[src/rtl/neureka_weight_buffer.sv]
// Weight stream buffer: tile-counted FIFO between the streamer and the engine.
// Optional NEUREKA_WEIGHT_BUFFER_LAST_EN adds a per-entry weight_o_last flag.
`ifndef NEUREKA_MEM_BANDWIDTH_EXT
`define NEUREKA_MEM_BANDWIDTH_EXT 288
`endif

module neureka_weight_buffer #(
   parameter int unsigned BW    = `NEUREKA_MEM_BANDWIDTH_EXT,
   parameter int unsigned DEPTH = 4,
   parameter int unsigned CNT_W = 16
) (
   input  logic                     clk_i,
   input  logic                     rst_i,
   input  logic                     clear_i,
   input  logic                     start_i,
   input  logic [CNT_W-1:0]         nb_beats_i,
   input  logic                     weight_i_valid,
   output logic                     weight_i_ready,
   input  logic [BW-1:0]            weight_i_data,
   input  logic [BW/8-1:0]          weight_i_strb,
   output logic                     weight_o_valid,
   input  logic                     weight_o_ready,
   output logic [BW-1:0]            weight_o_data,
   output logic [BW/8-1:0]          weight_o_strb,
`ifdef NEUREKA_WEIGHT_BUFFER_LAST_EN
   output logic                     weight_o_last,
`endif
   output logic                     busy_o,
   output logic                     done_o,
   output logic [$clog2(DEPTH):0]   occupancy_o
);

   localparam int unsigned PTR_W = $clog2(DEPTH);
   localparam int unsigned OCC_W = PTR_W + 1;

   typedef enum logic [1:0] {StIdle, StStream, StDrain, StDone} state_e;

   state_e             state_q, state_d;
   logic [CNT_W-1:0]   remaining_q, remaining_d;
   logic [PTR_W-1:0]   wptr_q, rptr_q;
   logic [OCC_W-1:0]   occ_q, occ_d;
   logic               full_q;
   logic               push, pop;

   logic [BW-1:0]      data_mem [DEPTH];
   logic [BW/8-1:0]    strb_mem [DEPTH];
`ifdef NEUREKA_WEIGHT_BUFFER_LAST_EN
   logic               last_mem [DEPTH];
`endif

   // Ready comes from the registered full flag so a pop never opens a slot combinationally.
   assign weight_i_ready = (state_q == StStream) && !full_q;
   assign weight_o_valid = (occ_q != '0);
   assign push           = weight_i_valid && weight_i_ready;
   assign pop            = weight_o_valid && weight_o_ready;
   assign weight_o_data  = data_mem[rptr_q];
   assign weight_o_strb  = strb_mem[rptr_q];
`ifdef NEUREKA_WEIGHT_BUFFER_LAST_EN
   assign weight_o_last  = last_mem[rptr_q];
`endif
   assign busy_o         = (state_q != StIdle);
   assign occupancy_o    = occ_q;

   always_comb begin
      occ_d = occ_q;
      unique case ({push, pop})
         2'b10:   occ_d = occ_q + OCC_W'(1);
         2'b01:   occ_d = occ_q - OCC_W'(1);
         default: occ_d = occ_q;
      endcase
   end

   always_comb begin
      state_d     = state_q;
      remaining_d = remaining_q;
      done_o      = 1'b0;
      unique case (state_q)
         StIdle: begin
            if (start_i) begin
               if (nb_beats_i != '0) begin
                  remaining_d = nb_beats_i;
                  state_d     = StStream;
               end else begin
                  state_d = StDone;
               end
            end
         end
         StStream: begin
            if (push) begin
               remaining_d = remaining_q - CNT_W'(1);
               if (remaining_q == CNT_W'(1)) state_d = StDrain;
            end
         end
         StDrain: begin
            if ((occ_q == '0) || ((occ_q == OCC_W'(1)) && pop)) state_d = StDone;
         end
         StDone: begin
            done_o  = 1'b1;
            state_d = StIdle;
         end
         default: state_d = StIdle;
      endcase
   end

   always_ff @(posedge clk_i) begin
      if (rst_i || clear_i) begin
         state_q     <= StIdle;
         remaining_q <= '0;
         wptr_q      <= '0;
         rptr_q      <= '0;
         occ_q       <= '0;
         full_q      <= 1'b0;
      end else begin
         state_q     <= state_d;
         remaining_q <= remaining_d;
         occ_q       <= occ_d;
         full_q      <= (occ_d == OCC_W'(DEPTH));
         if (push) wptr_q <= wptr_q + PTR_W'(1);
         if (pop)  rptr_q <= rptr_q + PTR_W'(1);
      end
   end

   // Storage is deliberately left out of reset; the pointers alone define validity.
   always_ff @(posedge clk_i) begin
      if (push) begin
         data_mem[wptr_q] <= weight_i_data;
         strb_mem[wptr_q] <= weight_i_strb;
`ifdef NEUREKA_WEIGHT_BUFFER_LAST_EN
         last_mem[wptr_q] <= (remaining_q == CNT_W'(1));
`endif
      end
   end

endmodule
[config.mk]
export PLATFORM = sky130hd
export DESIGN_NAME = neureka_weight_buffer
export DESIGN_NICKNAME = d
export VERILOG_FILES = /design/src/rtl/neureka_weight_buffer.sv
export SDC_FILE = /design/constraint.sdc
export NUM_CORES = 1
export LEC_CHECK = 0
export CAP_MARGIN = 30
export CORE_MARGIN = 8
export CORE_UTILIZATION = 40
export DETAILED_ROUTE_END_ITERATION = 8
export GPL_TIMING_DRIVEN = 0
export PLACE_DENSITY = 0.65
export SETUP_SLACK_MARGIN = 0.1
export SYNTH_ARGS = -nofsm -noshare
export SYNTH_HDL_FRONTEND = slang
export SYNTH_SLANG_ARGS = --single-unit
[constraint.sdc]
create_clock -name clk_i -period 11.5 [get_ports clk_i]
set_input_delay 1.725 -clock clk_i [delete_from_list [all_inputs] [get_ports clk_i]]
set_output_delay 1.725 -clock clk_i [all_outputs]
set_load 0.02 [all_outputs]
==> reports/metrics.sh <==
ASYNC_RESET_FF_FRAC=0
ROUTE.DETAILED.DRC=0
GLOBALPLACE.CONGESTION=0.795
INTERNAL_POWER_uW=7920
LAYOUT_WORST_PATH_CYCLE_SHARE=0.490
DIE_AREA_MM2=0.132
CTS_HOLD_BUFFERS=0
SWITCHING_SHARE=0.202
NUMBER_OF_DISTINCT_LIBRARY_CELL_VARIANTS_IN_THE_GATE_LEVEL_NETLIST_AFTER_SYNTHESIS=54
DIE_H_UM=364
HOLD_PATH_DEPTH=2
CTS_BUFFER_DEPTH=3
AVGROUTEDWIREPERCELL_UM=25.5
CTS_REPAIR_RESIZE_COUNT=0
SYNTHESIS.NETS=2288
DP_HPWL_UM=78800
DRV.MAX_CAP_VIOLATION_COUNT=0
LAYOUTNONFILLERINSTCOUNT=4512
SYN-INSTANCE-COUNT=1924
TIMING.CRITICAL_PATH.REQUIRED_NS=9.78
YS_TOP_CELLS_BY_AREA='sky130_fd_sc_hd__edfxtp_1 80%, sky130_fd_sc_hd__mux4_2 15%, sky130_fd_sc_hd__dfxtp_1 1.2%, sky130_fd_sc_hd__ha_1 0.47%, sky130_fd_sc_hd__buf_2 0.37%'
CLK_PIN_SLEW_NS=0.06
MAXIMUM_NUMBER_OF_PINS_ON_ONE_NET_BEFORE_GLOBAL_ROUTE_REPAIR=59
SYNTH_TO_LAYOUT_AREA_GROWTH_PCT=28.6
VIAS_IN_THE_FIRST_GLOBAL_ROUTE=24895
CP_SLOWEST_STAGE_DELAY_NS=0.69
FIN_TOTAL_PWR_uW=9920
POST_CTS.REPAIR.SETUP_BUFFERS=0
ROWS=127
BUFFER_PORTS.INSERTED=676
SYNTH_LARGEST_TYPE_AREA_FRACTION=0.805
DIE_WIDTH_UM=364
SYNTH-SEQ-AREA-SHARE=0.816
DRT_WL_TOTAL_UM=115000
SHARE_CLK_OF_TOTAL_POWER=0.422
VIA_COUNT=23249
SETUP.WORST_PATH.START_CLASS='flip-flop'
CTS.HTREE.LEVELS=4
RSZ0062_AT_GRT='no'
FMAX_MHz=178
ANTENNA_FOUND_INITIAL=27
CTS.SINK_COUNT=1324
SLOWEST_STAGE='sky130_fd_sc_hd__clkbuf_1'
GRT_PASS1_WL_UM=167000
PWR_DENSITY_CELL_mW_PER_MM2=160
CORE_REGION_AREA_MM2=0.120
DETAIL_ROUTE.ITER0.VIOLATIONS=1668
GR-USAGE-ALL-LAYERS=0.169
IO_PINS=677
POWER.SWITCHING_uW=2000
TIMING.REG2REG.WORST_PATH_DEPTH=10
WORSTPATHCELLLIST='buf_2 > clkbuf_1 > buf_2 > mux4_2 > clkdlybuf4s50_1'
DRIVE_ABOVE_1_SHARE=0.202
WORSTSETUPPATHTYPE='reg -> out'
TIMING.FINAL.HOLD_VIOLATIONS=0
TIMING.SLEW.HEADROOM=0.382
MIN-DELAY-PATH-CLASS='reg -> reg'
MIN_PERIOD_NS=5.63
SETUP.WORST_PATH.END_CLASS='output pin'
CRITICAL_PATH_ARRIVAL_NS=3.91
SYNTH-EDFF-COUNT=1296
TRITONCTS.NUM_BUFFERS=138
CP_COMMON_CELL='sky130_fd_sc_hd__buf_2'
CLOCK_SKEW_NS=0.0412
SEQ_POWER_SHARE=0.539
YOSYSTOPAREACELL='sky130_fd_sc_hd__edfxtp_1'
RUN_STATUS='finished, final reports clean'
SYNTH_REGISTER_BITS=1324
DOMINANTREGCELLSYNTH='sky130_fd_sc_hd__edfxtp_1'
DRT_FIRST_PASS_ITERS=6
FINAL-MAX-SLEW-VIOLATION-COUNT=0
EFFECTIVE_UTILIZATION_AT_FLOORPLAN=0.403
YOSYS_SYNTHESIS_WARNING_COUNT=0
PLACEDCELLCOUNT=4242
LEAKAGEPOWER_uW=0.0193
PATH_MAX_FANOUT=10
VIASPERCELL=5.15
SYNTH.CELL_AREA_MM2=0.0484
POSTROUTEANTENNANETS=0
FINALSETUPVIOLATIONS=0
DESIGN.FINAL.NETS=3134
CTSROOTBUFFERMASTER='sky130_fd_sc_hd__clkbuf_16'
GRT_REMAINING_OVERFLOW=0
SYNTH_AREA_PER_CELL_UM2=25.1
INSERTION_DELAY_NS=0.73
VDD_DROP_MAX_uV=135
WORST-SLEW-PIN-TRANSITION_NS=0.927
COMB_POWER_SHARE=0.039
TRITONCTS='built'
final timing paths:
check	startpoint	end	slack, ns
setup reg to reg	state_q[1]$_SDFFE_PP0P_	data_mem[3][274]$_DFFE_PP_	8.09
hold / removal	remaining_q[15]$_SDFFE_PP0P_	remaining_q[15]$_SDFFE_PP0P_	0.50
setup / recovery	flip-flop	weight_o_strb[0]	5.87
hold reg to reg	remaining_q[15]$_SDFFE_PP0P_	remaining_q[15]$_SDFFE_PP0P_	0.50
metrics by stage:
stage / util / area [um2] / setup TNS, ns / hold WS (ns) / worst slack [ns]
2_1_floorplan: - / 48400 / 0 / 0.446 / 1.36
3_3_place_gp: 0.476 / 57100 / -6987.86 / 0.460 / -5.48
3_5_place_dp: 0.482 / 57900 / 0 / 0.476 / 6.38
4_1_cts: 0.518 / 62200 / 0 / 0.488 / 5.55
5_1_grt: 0.518 / 62200 / 0 / 0.520 / 5.43
6_report: 0.519 / 62200 / 0 / 0.496 / 5.87
cell type report:
class	instances	area [um2]
multi-input cells	504	8480
inverters	14	52.6
fillers	9194	57800
diodes	17	42.5
well taps	1612	2020
clock buffers	175	3620
plain buffers	82	353
repair buffers	706	7500
clock inverters	78	659
flip-flops and latches	1324	39500
kinds of logic (layout without fill, tap and decap cells):
family	after synthesis	count (layout)	synth area share
AND/OR/NAND/NOR	93	93	0.00957
buffers and inverters	96	1055	0.00838
AO/OA/AOI/OAI	62	62	0.00872
XOR/XNOR	3	3	0.000543
flip-flops	1324	1324	0.816
multiplexers	328	328	0.152
other	0	17	0
adder cells (fa/ha/maj)	18	18	0.00466
critical path: cells and delay by family, from the launching register on:
family,cells,cell delay (ns)
mux,1,0.61
flops,1,0.31
buf+inv,4,2.23
layout by cell type, fill, tap and decap left out, drive strengths merged, types with 2 or more instances in the layout:
master	count
a21oi	24
a2bb2oi	2
and2	6
and3	2
buf	83
bufinv	6
clkbuf	204
clkdlybuf4s50	676
clkinv	63
clkinvlp	5
dfxtp	28
diode	17
edfxtp	1296
ha	18
inv	18
mux2i	4
mux4	324
nand2	29
nand2b	3
nand3	5
nand3b	2
nor2	21
nor2b	4
nor3	6
nor4	7
o211ai	2
o21ai	8
o2bb2ai	3
o31a	2
o32ai	8
or3	2
xor2	2
sequential cells by signal (all words and copies together) (netlist names), named ones only:
register     count
state_q          2
data_mem      1152
rptr_q           2
occupancy_o      3
strb_mem       144
wptr_q           2
full_q           1
remaining_q     16
per-layer routing:
metal	up-vias	global-route usage	routed length (um)
met5	-	0	104
met4	16	0.0450	2300
met3	172	0.0671	11500
met2	831	0.286	57800
met1	12197	0.203	43300
li1	10033	-	-
cell usage after synthesis (all sizes together) (7+ instances only):
cell	instances
inv	12
nor2	21
a21oi	24
buf	53
edfxtp	1296
o32ai	8
ha	18
nand2	29
clkbuf	29
nor4	7
mux4	324
dfxtp	28
o21ai	8
power groups by stage:
| stage | registers (uW) | clock network (uW) | logic [uW] |
|---|---|---|---|
| after floorplan | 5460 | 0 | 126 |
| after global placement | 5470 | 0 | 368 |
| after detailed placement | 5450 | 0 | 390 |
| after CTS | 5350 | 4300 | 392 |
| after global routing | 5350 | 4470 | 414 |
| final | 5350 | 4190 | 390 |
No activity file was read; power rests on OpenSTA's default activity.
